File: src/rtl/lcd_read_ctrl.sv
// HD44780 read-side bus master: timed RW=1 cycles fetching BF/AC (RS=0) or a data byte (RS=1),
// with optional busy-poll repetition. Bus ownership is negotiated through an external req/grant arbiter.
module lcd_read_ctrl #(
   parameter int SETUP_CYC   = 10,
   parameter int EN_HIGH_CYC = 25,
   parameter int HOLD_CYC    = 15,
   parameter int MAX_POLLS   = 200,
   parameter int CNT_W       = 8
) (
   input  logic       iCLK,
   input  logic       iRST_N,
   input  logic       iStart,
   input  logic       iRS,
   input  logic       iPoll,
   output logic       oBus_req,
   input  logic       iBus_gnt,
   input  logic [7:0] LCD_DATA_IN,
   output logic       LCD_RS,
   output logic       LCD_RW,
   output logic       LCD_EN,
   output logic [7:0] oData,
   output logic       oDone,
   output logic       oTimeout,
   output logic       oAbort,
   output logic       oBusy,
   output logic [2:0] oDbg_state
);

   localparam int PW = $clog2(MAX_POLLS + 1);
   localparam logic [CNT_W-1:0] SETUP_LAST = CNT_W'(SETUP_CYC - 1);
   localparam logic [CNT_W-1:0] EN_LAST    = CNT_W'(EN_HIGH_CYC - 1);
   localparam logic [CNT_W-1:0] HOLD_LAST  = CNT_W'(HOLD_CYC - 1);
   localparam logic [PW-1:0]    POLL_LIMIT = PW'(MAX_POLLS);

   typedef enum logic [2:0] {
      S_IDLE  = 3'd0,
      S_REQ   = 3'd1,
      S_SETUP = 3'd2,
      S_EN_HI = 3'd3,
      S_HOLD  = 3'd4,
      S_CHECK = 3'd5,
      S_DONE  = 3'd6
   } state_t;

   state_t          r_state;
   logic [CNT_W-1:0] r_cnt;
   logic [PW-1:0]   r_poll_cnt;
   logic            r_rs;
   logic            r_poll;

   logic            w_owned;
   logic            w_gnt_lost;
   logic [PW-1:0]   w_poll_next;

   // Phases in which the LCD pins are driven by this block and need the grant.
   assign w_owned     = (r_state == S_SETUP) || (r_state == S_EN_HI) ||
                        (r_state == S_HOLD)  || (r_state == S_CHECK);
   assign w_gnt_lost  = w_owned && !iBus_gnt;
   assign w_poll_next = r_poll_cnt + PW'(1);
   assign oDbg_state  = r_state;

   always_ff @(posedge iCLK) begin
      if (!iRST_N) begin
         r_state    <= S_IDLE;
         r_cnt      <= '0;
         r_poll_cnt <= '0;
         r_rs       <= 1'b0;
         r_poll     <= 1'b0;
         oBus_req   <= 1'b0;
         LCD_RS     <= 1'b0;
         LCD_RW     <= 1'b0;
         LCD_EN     <= 1'b0;
         oData      <= 8'h00;
         oDone      <= 1'b0;
         oTimeout   <= 1'b0;
         oAbort     <= 1'b0;
         oBusy      <= 1'b0;
      end else begin
         oDone  <= 1'b0;
         oAbort <= 1'b0;
         if (w_gnt_lost) begin
            // Losing the bus mid-cycle: release everything at once, keep the old data byte.
            r_state  <= S_IDLE;
            r_cnt    <= '0;
            LCD_EN   <= 1'b0;
            LCD_RW   <= 1'b0;
            LCD_RS   <= 1'b0;
            oBus_req <= 1'b0;
            oBusy    <= 1'b0;
            oTimeout <= 1'b0;
            oAbort   <= 1'b1;
         end else begin
            case (r_state)
               S_IDLE: begin
                  oTimeout <= 1'b0;
                  if (iStart) begin
                     r_rs       <= iPoll ? 1'b0 : iRS;
                     r_poll     <= iPoll;
                     r_poll_cnt <= '0;
                     oBus_req   <= 1'b1;
                     oBusy      <= 1'b1;
                     r_state    <= S_REQ;
                  end
               end
               S_REQ: begin
                  if (iBus_gnt) begin
                     r_cnt   <= '0;
                     LCD_RW  <= 1'b1;
                     LCD_RS  <= r_rs;
                     r_state <= S_SETUP;
                  end
               end
               S_SETUP: begin
                  if (r_cnt == SETUP_LAST) begin
                     r_cnt   <= '0;
                     LCD_EN  <= 1'b1;
                     r_state <= S_EN_HI;
                  end else begin
                     r_cnt <= r_cnt + CNT_W'(1);
                  end
               end
               S_EN_HI: begin
                  if (r_cnt == EN_LAST) begin
                     oData   <= LCD_DATA_IN;
                     r_cnt   <= '0;
                     LCD_EN  <= 1'b0;
                     r_state <= S_HOLD;
                  end else begin
                     r_cnt <= r_cnt + CNT_W'(1);
                  end
               end
               S_HOLD: begin
                  if (r_cnt == HOLD_LAST) begin
                     r_cnt   <= '0;
                     r_state <= S_CHECK;
                  end else begin
                     r_cnt <= r_cnt + CNT_W'(1);
                  end
               end
               S_CHECK: begin
                  if (!r_poll || !oData[7] || (w_poll_next == POLL_LIMIT)) begin
                     // Timeout only when the limit is hit while the LCD still reports busy.
                     oTimeout <= r_poll && oData[7];
                     oDone    <= 1'b1;
                     oBus_req <= 1'b0;
                     LCD_RW   <= 1'b0;
                     LCD_RS   <= 1'b0;
                     r_state  <= S_DONE;
                  end else begin
                     r_state <= S_SETUP;
                  end
                  if (r_poll) begin
                     r_poll_cnt <= w_poll_next;
                  end
               end
               S_DONE: begin
                  oTimeout <= 1'b0;
                  oBusy    <= 1'b0;
                  r_state  <= S_IDLE;
               end
               default: begin
                  r_state <= S_IDLE;
               end
            endcase
         end
      end
   end

endmodule
File: config.mk
export PLATFORM = sky130hd
export DESIGN_NAME = lcd_read_ctrl
export DESIGN_NICKNAME = d
export VERILOG_FILES = /design/src/rtl/lcd_read_ctrl.sv
export SDC_FILE = /design/constraint.sdc
export NUM_CORES = 1
export LEC_CHECK = 0
export ABC_CLOCK_PERIOD_IN_PS = 2300
export CAP_MARGIN = 25
export CORE_MARGIN = 2
export CORE_UTILIZATION = 48
export CTS_CLUSTER_SIZE = 25
export DETAILED_ROUTE_END_ITERATION = 7
export PLACE_DENSITY = 0.73
export SYNTH_ARGS = -nofsm -noshare
export SYNTH_HDL_FRONTEND = slang
export SYNTH_SLANG_ARGS = --single-unit
File: constraint.sdc
create_clock -name iCLK -period 2.3 [get_ports iCLK]
set_input_delay 0.46 -clock iCLK [delete_from_list [all_inputs] [get_ports iCLK]]
set_output_delay 0.46 -clock iCLK [all_outputs]
set_load 0.01 [all_outputs]
[Word-level counts from Yosys, hierarchy flattened]
Cells that the tools add are included.
Operators by class
  multiplexer cells: 31
  bitwise gates (word level): 3
  add/subtract/negate cells: 2
  reduce and logical (&&, ||, !) cells: 30
  equal/unequal tests: 17
Operator list (number)
  2-to-1 mux 8 bit: 6
  one-hot mux 8 bit (4 select lines): 1
  2-to-1 mux 3 bit: 6
  one-hot mux 3 bit (6 select lines): 1
  adder 8 x 1 -> 8 bit (second input constant): 2
  equality test 8 x 4 -> 1 bit (second input constant): 2
  one-hot mux 8 bit (2 select lines): 1
  AND reduction 3 bit: 5
  one-hot mux 1 bit (2 select lines): 6
  2-to-1 mux 1 bit: 10
  nonzero test 2 bit: 5
  equality test 3 bit (second input constant): 3
  equality test 8 x 5 -> 1 bit (second input constant): 1
  equality test 8 bit (second input constant): 1
  != test 2 x 1 -> 1 bit (second input constant): 4
  equality test 3 x 2 -> 1 bit (second input constant): 2
  != test 2 bit (second input constant): 3
  AND reduction 2 bit: 3
  logical OR 1 bit: 5
  AND reduction 5 bit: 1
  AND reduction 4 bit: 1
  nonzero test 4 bit: 1
  OR reduction 2 bit: 2
  equality test 3 x 1 -> 1 bit (second input constant): 1
  5 further kinds: 10
Storage, ports and cells
  register bits: 37
  output and inout bits: 19

[Logic depth before layout (Yosys ltp)]
  depth after elaboration: 7
  gate-level depth with buffers: 7
  gate-level depth less buffers: 7

[Worst setup path before layout]
OpenSTA, ideal clock, no wires.
  path kind: reg-to-reg
  start point: register r_cnt[0]
  end point: register r_cnt[5]
  required time: 2.226 ns
  stages on the path, launching flop included: 8
  setup slack: 0.376 ns
  arrival: 1.850 ns
  period minus slack after synthesis: 1.924 ns
  library setup time: 0.074 ns
  cell sequence: dfxtp_1 inv_1 ha_1 nor2b_1 a311oi_4 a21oi_2 or4_1 a31oi_1
On the way
  longest elaborated chain between the ends: 3
  elaborated cells between the ends (all ways): 8
  those cells by class: add/sub (1); eq/ne (3); mux (4)
RTL lines
  from (decl): line 46  | logic [CNT_W-1:0] r_cnt;
  from (signal assigned): line 119  | r_cnt <= r_cnt + CNT_W'(1);
  from (signal assigned): line 129  | r_cnt <= r_cnt + CNT_W'(1);
  from (signal assigned): line 137  | r_cnt <= r_cnt + CNT_W'(1);
  adder 8 x 1 -> 8 bit (tied with other cells): line 119, 129, 137
  2-to-1 mux 8 bit (on tied branches): line 133, 114, 123
  one-hot mux 8 bit (4 select lines) (*): line 93  | case (r_state)
Mark *: on every way between the ends. The rest lies on a longest branch, timed or not.
A chain may end at the register's enable or synchronous reset.

[Worst setup path after layout]
Same ends and word-level chain as after synthesis.

==> summary.md <==
VDD sags by at most 0.388 mV. Dividing total power by cell area gives a power density of 571 nW/um^2. Sum of routed wire segments on met1: 2050 um. The synthesized design contains 37 register bits.

Summed over all cells, the static leakage comes to 0.861 nW. The tightest min-delay check is of the reg2reg type. For the synthesized net count, the log shows 246. For this run, the top clock speed supported by timing is 0.468 GHz.

Walking the worst path, the cells encountered are inv_1, ha_1, and3_1, o2111ai_1, a21oi_2, or4_1, a31oi_1. Number of antenna violations at the first check in global routing: 0. The post-layout minimum cycle time is 2.14 ns, and the die boundary height is 67.6 um. The clock-pin slew on the worst setup and hold paths works out to 0.07 ns. Wire segments on met2 add up to 1990 um in the final route.

The slew at the pin closest to its max-slew limit was 0.445 ns. Summed over all layers, the global routing overflow is 0. The combined area of all synthesized cells is 1940 um^2, and the data arrival at the endpoint of the critical path is 2.36 ns.

In this run the post-CTS setup repair buffer count came out at 0. The first-pass GRT wire length is 7260 um. The run finished with clean final reports. After detailed routing, the met3 layer carries 226 um of wire.

The critical path's top delay family was simple AND/OR/NAND/NOR gates. In this design, the stage delay of the slowest critical-path cell is 0.52 ns. The worst-case headroom to the max-slew limit is 0.703. The tree is rooted in a sky130_fd_sc_hd__clkbuf_8. Synthesis instantiated 53 different standard cells from the library.

The number of top-level pins is 33. The count of nets left with antenna violations once routing finished came out at 0. Most common cell after layout, fill and taps aside: sky130_fd_sc_hd__dfxtp_1. The HPWL after detailed placement is 3040 um. The run gives 0.501 as the sequential share of power. From left edge to right edge, the die measures 67.6 um. Between clock sinks in the finished design, the worst skew comes to 0.00382 ns. Wires add up to 4330 um. The final number of hold-violating endpoints was 0; the worst-skew pair later-pin latency was 0.29 ns. Counting along the longest clock path gives a buffer depth of 2.

The core region is 3940 um^2. In the synthesized netlist the dominant register cell turns out to be sky130_fd_sc_hd__dfxtp_1. The area of the die was 4580 um^2; the port buffer count was 32.

The fraction of the cycle the final worst path needs is 0.930. The overall global routing resource usage is 0.211, and the share of final-layout standard cells stronger than drive strength 1 is 0.134. The switching power as a share of total power came out at 0.282. The clock share of power came out at 0.326. The logs give 280 for the final net count and 2 for the number of H-tree branching levels. A synthesized cell averages 8.57 um^2.

The detailed router's first-iteration violation count is 136. The repair_antennas step left the layout with diodes totalling 0. The count of pins over their slew limit was 0. The critical path is of the reg2reg type.

The logs give 21 for the pin count of the biggest net entering global routing and 0.381 for the portion of the post-synthesis area used by sequential elements. The internal cell power is 0.985 mW, and the final-report setup violation count is 0. The top cell types in the final layout, fill and taps aside, are sky130_fd_sc_hd__dfxtp_1, sky130_fd_sc_hd__clkdlybuf4s50_1, sky130_fd_sc_hd__nand2_1. Post-CTS repair changed the size of 0 cells. Share of synthesized flip-flops with an asynchronous set or reset: 0. The relative area change from synthesis to final layout is 23.7%. Dividing the detail-routed wire length by the instance count gives 13.9 um. Setup repair after global routing could not meet its margin everywhere.

The post-detailed-route DRC marker count came out at 0. By area the synthesized netlist is led by sky130_fd_sc_hd__dfxtp_1, sky130_fd_sc_hd__mux2i_1, sky130_fd_sc_hd__nor2b_1, sky130_fd_sc_hd__nand2_1, sky130_fd_sc_hd__o21ai_0. Cell at the slowest stage of the critical path: sky130_fd_sc_hd__or4_1.

For the via count of the first global-routing pass, the log shows 1539. The part of the power in combinational logic was 0.173. The number of hold buffers added after CTS was 0. The starting utilization of the core area was 0.493.

The congestion estimate from routability-driven global placement came to 0.882. The total via count after detailed routing was 1722; the top-area cell type share of the netlist area was 0.381. The number of cell rows came out at 23.

After detailed routing, the number of vias per cell comes to 5.52. The number of warning messages in the yosys log was 0. Counting flops with a built-in enable in the synthesized netlist gives 0. The highest net fanout along the worst path came out at 8. TritonCTS built the clock tree. The reported max-cap violation count was 0. Kind of start point of the critical path: a flop.

In this run the top signal layer used is met4. The run gives 0.610 as the end-of-flow core utilization. The switching power was 0.388 mW.

The number of instances in the synthesized netlist is 227. The aggregate negative setup slack was 0 ns; the number of sinks driven by the clock tree was 37. The tools report the type of element capturing the critical path as a flop. The library cell with the largest summed area after synthesis is sky130_fd_sc_hd__dfxtp_1. Data on the critical path is required at its endpoint by 2.52 ns. Counting the buffers created by CTS gives 5. The buffers plus inverters on the worst setup path was 1; the detailed-router iteration count before antenna repair was 4.
==> final cells by class <==
type                       instances  area (um^2)
inverter                           7         26.3
timing repair buffer              39          373
multi-input combinational        171         1120
tap                               50         62.6
sequential                        37          741
clock buffer                       5         68.8
clock inverter                     3         17.5
fill                             348         1540
==> worst min-delay path, cell delays in order (launching register included) <==
cell and delay [ns]:
sky130_fd_sc_hd__dfxtp_1 0.32, sky130_fd_sc_hd__nand2_1 0.05, sky130_fd_sc_hd__o22ai_1 0.05
==> cell usage after synthesis (3+ instances only) <==
cell type,number
sky130_fd_sc_hd__or3_1,3
sky130_fd_sc_hd__a21oi_1,10
sky130_fd_sc_hd__o21ai_0,14
sky130_fd_sc_hd__clkbuf_1,6
sky130_fd_sc_hd__nor2_1,13
sky130_fd_sc_hd__o31ai_1,3
sky130_fd_sc_hd__and2_1,10
sky130_fd_sc_hd__or2_2,3
sky130_fd_sc_hd__mux2i_1,9
sky130_fd_sc_hd__a31oi_1,5
sky130_fd_sc_hd__dfxtp_1,37
sky130_fd_sc_hd__nor2b_1,14
sky130_fd_sc_hd__inv_1,7
sky130_fd_sc_hd__nand4_1,6
sky130_fd_sc_hd__ha_1,5
sky130_fd_sc_hd__nand2_1,19
sky130_fd_sc_hd__or3_2,3
sky130_fd_sc_hd__nand3_1,13
sky130_fd_sc_hd__buf_2,4
==> cells by family (layout without fill, tap and decap cells) <==
family,Yosys count,in the layout,share of synthesized area
flops,37,37,0.381
simple gates,102,102,0.299
mux,9,9,0.0463
fa+ha+maj,5,5,0.0322
buf+inv,19,54,0.0450
compound gates,55,55,0.196
==> registers in the layout, summed over array words and instances (netlist names) <==
signal,cells
oData,8
r_cnt,8
r_poll_cnt,8
oDbg_state,3
LCD_EN,1
LCD_RS,1
LCD_RW,1
oAbort,1
oBus_req,1
oBusy,1
oDone,1
oTimeout,1
r_poll,1
r_rs,1
==> power groups by stage <==
stage / combinational [mW] / clock (mW) / sequential, mW
after floorplan: 0.146 / 0 / 0.695
after global placement: 0.235 / 0 / 0.701
after detailed placement: 0.237 / 0 / 0.703
after CTS: 0.238 / 0.461 / 0.688
after global routing: 0.263 / 0.493 / 0.692
final: 0.237 / 0.447 / 0.688
==> layer usage <==
layer	vias to the layer above	track usage
met5	-	0
met4	0	0.0765
met3	7	0.0617
met2	42	0.320
met1	791	0.282
li1	882	-
==> through the flow <==
| stage | cell area [um^2] | hold WS [ns] | instances | worst slack (ns) | power, mW |
|---|---|---|---|---|---|
| 2_1_floorplan | 1940 | 0.443 | 227 | 0.376 | 0.841 |
| 3_3_place_gp | 2320 | 0.446 | 304 | 0.146 | 0.936 |
| 3_5_place_dp | 2320 | 0.462 | 304 | 0.127 | 0.939 |
| 4_1_cts | 2400 | 0.472 | 312 | 0.163 | 1.39 |
| 5_1_grt | 2400 | 0.490 | 312 | -0.00649 | 1.45 |
| 6_report | 2400 | 0.471 | 312 | 0.162 | 1.37 |
==> path summary, 6_finish.rpt <==
| kind | start | to | slack, ns | cells past startpoint |
|---|---|---|---|---|
| setup / recovery | r_cnt[0] | r_cnt[5] | 0.16 | 7 |
| hold / removal | LCD_RW | LCD_RW | 0.47 | 2 |
| setup reg to reg | r_cnt[0] | r_cnt[5] | 0.16 | 7 |
| hold reg to reg | LCD_RW | LCD_RW | 0.47 | 2 |
No activity file was read; power rests on OpenSTA's default activity.
